[config.mk]
export PLATFORM = sky130hd
export DESIGN_NAME = debug_access_ctrl
export DESIGN_NICKNAME = d
export VERILOG_FILES = /design/src/rtl/dbg_pkg.sv /design/src/rtl/debug_access_ctrl.sv
export SDC_FILE = /design/constraint.sdc
export NUM_CORES = 1
export LEC_CHECK = 0
export CAP_MARGIN = 20
export CORE_ASPECT_RATIO = 0.6
export CORE_UTILIZATION = 42
export CTS_CLUSTER_SIZE = 12
export DETAILED_ROUTE_END_ITERATION = 16
export PLACE_DENSITY_LB_ADDON = 0.3
export SYNTH_ARGS = -nofsm -noshare
export SYNTH_HDL_FRONTEND = slang
export SYNTH_SLANG_ARGS = --single-unit
[constraint.sdc]
create_clock -name clk -period 2.63 [get_ports clk]
set_input_delay 0.3945 -clock clk [delete_from_list [all_inputs] [get_ports clk]]
set_output_delay 0.3945 -clock clk [all_outputs]
set_load 0.005 [all_outputs]
[src/rtl/dbg_pkg.sv]
// Shared types and control-bit positions for the debug access sequencer.
package dbg_pkg;

  typedef enum logic [2:0] {
    CMD_STATUS = 3'd0,
    CMD_HALT   = 3'd1,
    CMD_RESUME = 3'd2,
    CMD_STEP   = 3'd3,
    CMD_RD_GPR = 3'd4,
    CMD_WR_GPR = 3'd5,
    CMD_RD_CSR = 3'd6,
    CMD_WR_CSR = 3'd7
  } cmd_e;

  typedef enum logic [2:0] {
    ST_RUN,
    ST_HALTED,
    ST_ACCESS,
    ST_STEP,
    ST_RESP
  } state_e;

  localparam int CTL_WE   = 0;
  localparam int CTL_RE   = 1;
  localparam int CTL_HALT = 2;
  localparam int CTL_CSR  = 3;

endpackage

[src/rtl/debug_access_ctrl.sv]
// Debug access sequencer: halts/resumes/steps the core and sequences GPR/CSR
// accesses over the coprocessor IO port, one response per accepted command.
//
// state     | meaning
// ST_RUN    | core running, idle, ready for a command
// ST_HALTED | core held, idle, ready for a command
// ST_ACCESS | driving a GPR/CSR read (RD_SETTLE cycles) or write (1 cycle)
// ST_STEP   | control released for one cycle so one instruction retires
// ST_RESP   | response presented, waiting for rsp_ready
module debug_access_ctrl
  import dbg_pkg::*;
#(
  parameter int N         = 64,
  parameter int RD_SETTLE = 1
) (
  input  logic          clk,
  input  logic          reset,
  input  logic          req_valid,
  output logic          req_ready,
  input  logic [2:0]    req_cmd,
  input  logic [11:0]   req_addr,
  input  logic [N-1:0]  req_data,
  output logic          rsp_valid,
  input  logic          rsp_ready,
  output logic [N-1:0]  rsp_data,
  output logic          rsp_err,
  output logic          halted,
  output logic [14:0]   coprocessorIOAddr,
  output logic [4:0]    coprocessorIOControl,
  output logic [N-1:0]  coprocessorIODataOut,
  input  logic [N-1:0]  coprocessorIODataIn
);

  localparam int CW = $clog2(RD_SETTLE + 1);

  state_e        state_q, state_d;
  logic          halt_q, halt_d;
  cmd_e          cmd_q, cmd_d;
  logic [11:0]   addr_q, addr_d;
  logic [N-1:0]  wdata_q, wdata_d;
  logic [CW-1:0] cnt_q, cnt_d;
  logic [N-1:0]  rdata_q, rdata_d;
  logic          err_q, err_d;
  logic          is_csr, is_write, gpr_zero;

  assign is_csr   = (cmd_q == CMD_RD_CSR) || (cmd_q == CMD_WR_CSR);
  assign is_write = (cmd_q == CMD_WR_GPR) || (cmd_q == CMD_WR_CSR);
  assign gpr_zero = !is_csr && (addr_q[4:0] == 5'd0);

  always_ff @(posedge clk) begin
    if (reset) begin
      state_q <= ST_RUN;
      halt_q  <= 1'b0;
      cmd_q   <= CMD_STATUS;
      addr_q  <= '0;
      wdata_q <= '0;
      cnt_q   <= '0;
      rdata_q <= '0;
      err_q   <= 1'b0;
    end else begin
      state_q <= state_d;
      halt_q  <= halt_d;
      cmd_q   <= cmd_d;
      addr_q  <= addr_d;
      wdata_q <= wdata_d;
      cnt_q   <= cnt_d;
      rdata_q <= rdata_d;
      err_q   <= err_d;
    end
  end

  always_comb begin
    state_d              = state_q;
    halt_d               = halt_q;
    cmd_d                = cmd_q;
    addr_d               = addr_q;
    wdata_d              = wdata_q;
    cnt_d                = cnt_q;
    rdata_d              = rdata_q;
    err_d                = err_q;
    req_ready            = (state_q == ST_RUN) || (state_q == ST_HALTED);
    coprocessorIOAddr    = '0;
    coprocessorIODataOut = '0;
    coprocessorIOControl = '0;
    // The step cycle drops the hold so exactly one instruction retires.
    coprocessorIOControl[CTL_HALT] = halt_q && (state_q != ST_STEP);

    case (state_q)
      ST_RUN, ST_HALTED: begin
        if (req_valid) begin
          cmd_d   = cmd_e'(req_cmd);
          addr_d  = req_addr;
          wdata_d = req_data;
          rdata_d = '0;
          err_d   = 1'b0;
          state_d = ST_RESP;
          case (cmd_e'(req_cmd))
            CMD_STATUS: rdata_d = {{(N-1){1'b0}}, halt_q};
            CMD_HALT:   halt_d = 1'b1;
            CMD_RESUME: halt_d = 1'b0;
            CMD_STEP: begin
              if (halt_q) state_d = ST_STEP;
              else        err_d   = 1'b1;
            end
            default: begin
              if (halt_q) begin
                state_d = ST_ACCESS;
                cnt_d   = CW'(RD_SETTLE - 1);
              end else begin
                err_d = 1'b1;
              end
            end
          endcase
        end
      end
      ST_ACCESS: begin
        coprocessorIOControl[CTL_CSR] = is_csr;
        coprocessorIOAddr = is_csr ? {3'b000, addr_q} : {10'b0, addr_q[4:0]};
        if (is_write) begin
          coprocessorIOControl[CTL_WE] = 1'b1;
          coprocessorIODataOut         = wdata_q;
          state_d                      = ST_RESP;
        end else begin
          coprocessorIOControl[CTL_RE] = 1'b1;
          if (cnt_q == '0) begin
            rdata_d = gpr_zero ? '0 : coprocessorIODataIn;
            state_d = ST_RESP;
          end else begin
            cnt_d = cnt_q - CW'(1);
          end
        end
      end
      ST_STEP: state_d = ST_RESP;
      ST_RESP: begin
        if (rsp_ready) begin
          state_d = halt_q ? ST_HALTED : ST_RUN;
          rdata_d = '0;
          err_d   = 1'b0;
        end
      end
      default: state_d = ST_RUN;
    endcase
  end

  assign rsp_valid = (state_q == ST_RESP);
  assign rsp_data  = rdata_q;
  assign rsp_err   = err_q;
  assign halted    = halt_q;

endmodule

### Word-level counts from Yosys, hierarchy flattened

Cells that the tools add are included.

| storage, ports and cells | value |
|---|---|
| output and inout bits | 152 |
| bits in read-only memories | 0 |
| flip-flop bits (word level) | 149 |
| logic and storage cells | 85 |
| bits in latches | 0 |
| memories kept | 0 |
| bits in writable memories | 0 |

| cells by class | value |
|---|---|
| magnitude comparators | 0 |
| $mul | 0 |
| add/sub/neg operators | 1 |
| bitwise gates (word level) | 0 |
| eq/ne operators | 18 |
| multiplexer cells | 36 |
| div/mod/pow operators | 0 |
| shifts and indexed selects | 0 |
| reductions and logical operators | 22 |

Operators with widths:

| kind | count |
|---|---|
| 2-to-1 mux 64 bit | 7 |
| case mux 64 bit (3 select lines) | 1 |
| 2-to-1 mux 12 bit | 2 |
| 2-to-1 mux 3 bit | 6 |
| 2-to-1 mux 1 bit | 14 |
| equality test 3 x 2 -> 1 bit, second input constant | 4 |
| equality test 3 bit, second input constant | 4 |
| case mux 3 bit (4 select lines) | 1 |
| != test 2 bit, second input constant | 5 |
| AND reduction 5 bit | 2 |
| AND reduction 3 bit | 3 |
| equality test 3 x 1 -> 1 bit, second input constant | 2 |
| zero test 3 bit | 2 |
| case mux 1 bit (2 select lines) | 3 |
| case mux 3 bit (2 select lines) | 1 |
| nonzero test 2 bit | 3 |
| zero test 5 bit | 1 |
| OR reduction 4 bit | 1 |
| logical OR 1 bit | 3 |
| != test 3 x 2 -> 1 bit, second input constant | 1 |
| != test 3 bit, second input constant | 1 |
| nonzero test 3 bit | 1 |
| OR reduction 3 bit | 1 |
| logical AND 1 bit | 2 |
| 6 further kinds | 6 |

### Longest topological paths before layout

Gate-level depths: netlist of the first run.

| depth | value |
|---|---|
| depth in word-level cells | 8 |
| mapped depth | 7 |
| gate-level depth less buffers | 5 |

### Worst setup path before layout of the first run

No wires, ideal clock.

| timing | value |
|---|---|
| path kind | register to output |
| start point | register state_q[1] |
| end point | output port coprocessorIODataOut[10] |
| required time | 2236 ps |
| setup slack | 886 ps |
| stages on the path, launching flop included | 6 |
| arrival time | 1350 ps |
| buffers on the path | 2 |
| cell sequence | dfxtp_1 > nor3b_1 > and3_1 > clkbuf_1 > clkbuf_1 > and2_1 |

| between the ends | value |
|---|---|
| word-level cells in the longest chain between the ends | 2 |

RTL lines:

| item | line | source |
|---|---|---|
| start, declared | debug_access_ctrl.sv:36 | `state_e state_q, state_d;` |
| start signal, assigned | debug_access_ctrl.sv:61 | `state_q <= state_d;` |
| equality test 3 x 2 -> 1 bit | debug_access_ctrl.sv:88 | `case (state_q)` |
| 2-to-1 mux 64 bit | debug_access_ctrl.sv:88 |  |
| end, declared | debug_access_ctrl.sv:30 | `output logic [N-1:0] coprocessorIODataOut,` |

Every way passes these cells.

### Worst setup path after layout of the first run

| timing | value |
|---|---|
| start point | register state_q[2] |
| end point | output port coprocessorIODataOut[59] |

Same word-level chain as after synthesis.

==> impl_metrics.csv, run 1 <==
group,metric,value,unit
floorplanning,die_y,91.6,µm
sta,fin_hold_ws,0.451,ns
global_routing,antenna_found_initial,0,
clocking,cts.sinks,148,
floorplanning,io_pins,299,
global_routing,met3_usage,0.0557,
floorplanning,fp.dieW,151,µm
critical_path,cp_slowest_stage_delay,0.51,ns
sta,slew_violations,0,
logic_synthesis,ys_ff_latch,148,
placement,portBuffers,294,
run_status,status,"finished, final reports clean",
power,leakage,3.97,nW
power,ir_drop,0.447,mV
global_routing,overflow,0,
sta,hold_violations,0,
layout,antennaDiodeCount,0,
sta,finalCritPeriodShare,0.969,
routing,drtIter0Drc,219,
sta,tightestPinTransition,0.891,ns
routing,ant_nets,0,
layout,utilization,0.721,
routing,wire_per_inst,16.1,µm
floorplanning,core,12900,µm²
logic_synthesis,synth_cell_types,35,
layout,design_area,9330,µm²
floorplanning,rows,32,
routing,vias,5422,
global_routing,use_met2,0.393,
power,p_int,3.91,mW
routing,routed_wl,17400,µm
floorplanning,start_util,0.435,
sta,finalSetupViolations,0,
routing,routed_via_density,5.02,
routing,first_pass_iters,4,
run,cap_violations,0,
layout,area_growth,65.8,%
sta,rsz0062_at_grt,"true",
clocking,clock_latency,0.41,ns
critical_path,cp_cell_sequence,"nor3b_4, and3_4, buf_6, and2_1, clkdlybuf4s50_1",
logic_synthesis,yosysWarnings,0,
clocking,clockRootBuffer,"clkbuf_16",
critical_path,worstSetupStartpointType,"flip-flop",
floorplanning,dieArea,13900,µm²
power,clock_power_share,0.442,
critical_path,cp_max_fo,14,
critical_path,setup.worst_path.end_class,"primary output",
layout,drive_above_1_share,0.104,
layout,fillCellCount,944,
logic_synthesis,synth_seq_area_share,0.527,
placement,dp_hpwl,11600,µm
global_routing,grt_pass1_wl,25600,µm
power,power_frac_seq,0.456,
clocking,numCtsBuffers,17,
global_routing,grt_usage,0.235,
global_routing,top_usage_layer,"met2",
clocking,clk_pin_slew,0.06,ns
logic_synthesis,syn_inst,624,
sta,slew-limit-headroom,0.406,
placement,gp_congestion,0.810,
clocking,cts_tree,"yes",
clocking,hold_buffers,0,
power,pwr-share-comb,0.102,
critical_path,cp_slowest_cell,"clkdlybuf4s50_1",
logic_synthesis,syn_avg_cell_area,9.02,µm²
sta,max_freq,392,MHz
clocking,htreeDepth,4,
critical_path,cp.arrival,2.15,ns
sta,finClkSkew,0.0133,ns
sta,finalCriticalPeriod,2.55,ns
logic_synthesis,netlist_area,5630,µm²
layout,final_nets,1045,
routing,drc,0,
power,powerDensity,558,nW/µm²
clocking,max-clock-path-buffers,2,
worst_hold_path,hold_class,"flip-flop to flip-flop",
critical_path,critPathKind,"flip-flop to primary output",
power,switching_share,0.249,
placement,place_area,8580,µm²
global_routing,met1_usage,0.298,
global_routing,grt_max_degree,86,
critical_path,cp.required,2.24,ns
power,p_switching,1.29,mW
global_routing,grt_pass1_vias,5011,
-- power by group through the flow --
stage,logic [mW],clock network (mW),registers [mW]
3_3_place_gp,0.512,0,2.42
4_1_cts,0.530,2.33,2.37
6_report,0.530,2.30,2.37
3_5_place_dp,0.527,0,2.42
2_1_floorplan,0.251,0,2.41
5_1_grt,0.578,2.44,2.38
-- layout by cell type (no fill, tap or decap), types with 2 or more instances in the layout --
cell,instances
buf_12,4
dlymetal6s2s_1,24
inv_6,5
clkdlybuf4s50_1,269
clkinvlp_4,3
and2_1,77
nor2_1,2
dfxtp_1,146
nand2_1,163
conb_1,4
inv_1,3
nor4_1,2
nand2b_1,2
a22o_2,36
a21oi_1,83
inv_8,3
and3_4,2
clkbuf_8,2
o21ai_0,2
clkbuf_16,19
buf_4,4
nor3_1,3
a31oi_1,3
a22o_1,27
dfxtp_4,2
-- stage by stage --
| stage | power [mW] | worst slack [ns] | std cells | TNS, ns |
|---|---|---|---|---|
| 5_1_grt | 5.40 | -0.0129 | 1081 | -0.141 |
| 3_5_place_dp | 2.95 | 0.312 | 1043 | 0 |
| 6_report | 5.21 | 0.0807 | 1081 | 0 |
| 4_1_cts | 5.24 | 0.0156 | 1075 | 0 |
| 3_3_place_gp | 2.93 | 0.388 | 1043 | 0 |
| 2_1_floorplan | 2.66 | 0.886 | 627 | 0 |
-- synth_stat cells --
cell / instances / area share
and3b_1: 1 / 0.0016
or2b_1: 1 / 0.0013
or3b_1: 1 / 0.0016
inv_1: 3 / 0.0020
nand4b_1: 1 / 0.0016
nand2b_1: 2 / 0.0022
nor3_1: 3 / 0.0027
buf_8: 6 / 0.016
a31oi_1: 3 / 0.0033
a221oi_1: 1 / 0.0016
a211oi_1: 1 / 0.0013
a21oi_1: 83 / 0.074
buf_4: 5 / 0.0067
or3b_2: 1 / 0.0016
o22ai_1: 1 / 0.0011
a22o_1: 27 / 0.042
nor2_8: 1 / 0.0036
and3_1: 2 / 0.0022
and2_1: 77 / 0.086
conb_1: 1 / 0.00067
or2_2: 1 / 0.0011
clkbuf_1: 32 / 0.021
nor4_1: 2 / 0.0022
buf_1: 1 / 0.00067
nor2_1: 2 / 0.0013
inv_2: 1 / 0.00067
o21ai_0: 2 / 0.0018
buf_2: 10 / 0.0089
a221o_4: 1 / 0.0038
a22o_2: 36 / 0.064
dfxtp_1: 148 / 0.53
a211o_2: 1 / 0.0018
nor3b_1: 2 / 0.0027
nand2_1: 163 / 0.11
or4b_2: 1 / 0.0018
-- worst max-delay path: cells and delay by family (launching register included) --
family | cells | cell delay, ns
buf+inv | 2 | 0.71
simple gates | 3 | 0.67
flops | 1 | 0.37
-- path summary, 6_finish.rpt --
| kind | start | end | slack, ns | depth (start not counted) |
|---|---|---|---|---|
| hold / removal | wdata_q[26] | wdata_q[26] | 0.45 | 2 |
| hold reg to reg | wdata_q[26] | wdata_q[26] | 0.45 | 2 |
| setup reg to reg | state_q[0] | rsp_data[55] | 0.69 | 6 |
| setup / recovery | state_q[2] | coprocessorIODataOut[59] | 0.08 | 5 |
-- registers in the layout (all words and copies together), names as in the netlist --
signal,count
halted,1
rsp_err,1
rsp_data,64
cmd_q,3
state_q,3
wdata_q,64
addr_q,12
-- timing repair --
action | CTS | global route
pin swaps | 0 | 2
setup endpoints to repair | 64 | 63
setup buffers | 0 | 1
gates cloned | 0 | 4
gates resized for setup | 4 | 29
-- kinds of logic after synthesis --
family                 after synthesis  synth area share
AO/OA/AOI/OAI                      156             0.195
flip-flops                         148             0.527
AND/OR/NAND/NOR                    261             0.222
buffers and inverters               58            0.0563
other                                1          0.000667
-- routing by layer --
metal  wire (µm)  up-vias
met5           0        -
met1        7650     2573
li1            -     2634
met2        8410      195
met3        1120       20
met4         220        0
-- final cells by class --
type	count	area, µm²	area share
sequential	148	2970	0.318
timing repair buffer	305	3170	0.340
clock inverter	13	114	0.0122
multi-input combinational	422	2390	0.257
tap	170	213	0.0228
inverter	4	15.0	0.00161
clock buffer	19	453	0.0486
No activity file was read; power rests on OpenSTA's default activity.
==> inputs of run 2 (changes only) <==
--- a/config.mk
+++ b/config.mk
@@ -10,6 +10,7 @@
 export CORE_UTILIZATION = 42
 export CTS_CLUSTER_SIZE = 12
 export DETAILED_ROUTE_END_ITERATION = 16
+export HOLD_SLACK_MARGIN = 0.1
 export PLACE_DENSITY_LB_ADDON = 0.3
 export SYNTH_ARGS = -nofsm -noshare
 export SYNTH_HDL_FRONTEND = slang
==> results of run 2 <==
Same layout as run 1: the final DEF is identical, and so are final timing and power.
==> RTL edit (flow settings as in run 1) <==
Make the reset (`reset`) asynchronous in one clocked block.
--- a/src/rtl/debug_access_ctrl.sv
+++ b/src/rtl/debug_access_ctrl.sv
@@ -47,7 +47,7 @@
   assign is_write = (cmd_q == CMD_WR_GPR) || (cmd_q == CMD_WR_CSR);
   assign gpr_zero = !is_csr && (addr_q[4:0] == 5'd0);
 
-  always_ff @(posedge clk) begin
+  always_ff @(posedge clk or posedge reset) begin
     if (reset) begin
       state_q <= ST_RUN;
       halt_q  <= 1'b0;
Behaviour: differs if reset is asserted again (counterexample within 4 cycles, from zero or initial values and one cycle with reset high); with reset held inactive, the same outputs for 4 cycles.
==> RTL edit against run 1 <==
  * Worst setup slack worse by 90 ps
  * Synthesized cell count increased by 16%
  * Area after synthesis up 18%
  * The flow now finishes with violations (setup timing)
  * Sequential cell count is the same
  * Hold slack better by 14 ps
  * Cell area is 15% higher
  * Critical endpoint is now coprocessorIODataOut[4]
  * Highest routed layer unchanged
  * Wire length rose by 10%
Power is not compared: it rests on default switching activity, and its combinational part moved more than twofold at a synthesized area within 25%.
==> RTL edit: results (changes against run 1) <==
reg-to-reg endpoint=rsp_data[15]$_DFFE_PP0P_; fraction of registers with async set/reset=100% (+100 points); Worst EP arrival=2240 ps (+90 ps); Commonest cells post-synth=nand2_1 (296), dfrtp_1 (148), and2_1 (77); Compound-Gate Fraction of Synth Area=2.55% (-17 points); Critical Path Sink=coprocessorIODataOut[4]; Crit. Startpoint=state_q[0]$_DFFE_PP0P_; Unique masters post-synth=34 (-2.9%); r2r setup slk=560 ps (-130 ps); share of cells above drive strength 1=6.59% (-3.8 points); DR vias=5785 (+6.7%); failing checks=setup timing; post-DP HPWL=12700 um (+9.6%); total track usage=22.8% (-0.63 points); Routability Congestion=0.830 (+2.4%); fillers=1170 (+24%); Final WS setup=-9.25 ps (-89.9 ps); WL/cell=15.5 um (-3.6%); vias in the first global route=5498 (+9.7%); Initial DRC Count=389 (+78%); fraction of the yosys area taken by sequential cells=56.0% (+3.3 points); synth top area cells=dfrtp_1 (56%), nand2_1 (17%), mux2i_1 (8.6%); status=finished, violations left; Worst-Margin Slew=732 ps (-159 ps); CP Max Fanout=6 (-8); # setup viols final=4 (+4); worst reg2reg startpoint=state_q[2]$_DFFE_PP0P_; Syn Inst Count=723 (+16%); mux share of post-synthesis cell area=8.80% (+8.8 points); initial antenna violation count=1 (+1); Clock Skew=9.42 ps (-3.86 ps); first-pass GRT wire length=28700 um (+12%); R2R cell count=8 (+2); cell area after placement=9790 sq um (+14%)
RTL edit: worst min path at each step:
stage                                         end               startpoint  cells past startpoint  slack, ps
after CTS                 wdata_q[62]$_DFFE_PP0P_  wdata_q[62]$_DFFE_PP0P_                      2        470
after floorplan            addr_q[10]$_DFFE_PP0P_   addr_q[10]$_DFFE_PP0P_                      2        440
after global routing      wdata_q[45]$_DFFE_PP0P_  wdata_q[45]$_DFFE_PP0P_                      2        480
after detailed placement  wdata_q[44]$_DFFE_PP0P_  wdata_q[44]$_DFFE_PP0P_                      2        460
after global placement    wdata_q[44]$_DFFE_PP0P_  wdata_q[44]$_DFFE_PP0P_                      2        450
final                      addr_q[11]$_DFFE_PP0P_   addr_q[11]$_DFFE_PP0P_                      2        460
RTL edit: worst register-to-register path, delay by kind of cell (launching register included):
| kind | cells | cell delay (ps) |
|---|---|---|
| simple gates | 2 | 520 |
| mux | 1 | 240 |
| buf+inv | 4 | 530 |
| compound gates | 1 | 270 |
| flops | 1 | 430 |
RTL edit: logic make-up (layout without fill, tap and decap cells):
group	after synthesis	in the layout
buffers and inverters	102	408
multiplexers	58	58
AND/OR/NAND/NOR	391	391
AO/OA/AOI/OAI	23	23
flip-flops	148	148
other	1	4
RTL edit: routing by layer:
layer / track usage, % / part of all wire, % / vias up
li1: - / - / 2801
met2: 36.9 / 47 / 197
met1: 30.1 / 44 / 2774
met4: 4.91 / 0.69 / 0
met3: 7.38 / 8.0 / 13
met5: 0 / 0 / -
RTL edit: stage by stage:
step	setup WS, ps	util (%)	total power [uW]	hold slack [ps]	TNS (ps)
floorplan	375	-	5200	437	0
global placement	416	63.7	6580	450	0
detailed placement	385	63.7	6660	456	0
CTS	0.155	68.0	9240	472	0
global route	-113	69.6	9800	483	-1430
finish	-9.25	69.6	9220	465	-18.2
RTL edit: report_power, final:
| part | leakage (uW) | internal, uW | switching, uW |
|---|---|---|---|
| Combinational | 0.00343 | 1580 | 1440 |
| Clock | 0.000291 | 1540 | 995 |
| Sequential | 0.00191 | 3140 | 527 |
RTL edit: layout make-up:
type,count,area share (%)
repair buffers,315,31.4
clock inverters,13,1.63
flip-flops and latches,148,34.7
well taps,203,2.38
clock buffers,19,4.14
inverters,61,2.18
multi-input cells,476,23.6
RTL edit: what timing repair did:
| action | 4_1_cts | 5_1_grt |
|---|---|---|
| pin swaps | 1 | 3 |
| buffers inserted | 0 | 8 |
| resized for setup | 5 | 43 |
| setup endpoints to repair | 71 | 71 |
| cloned | 1 | 3 |
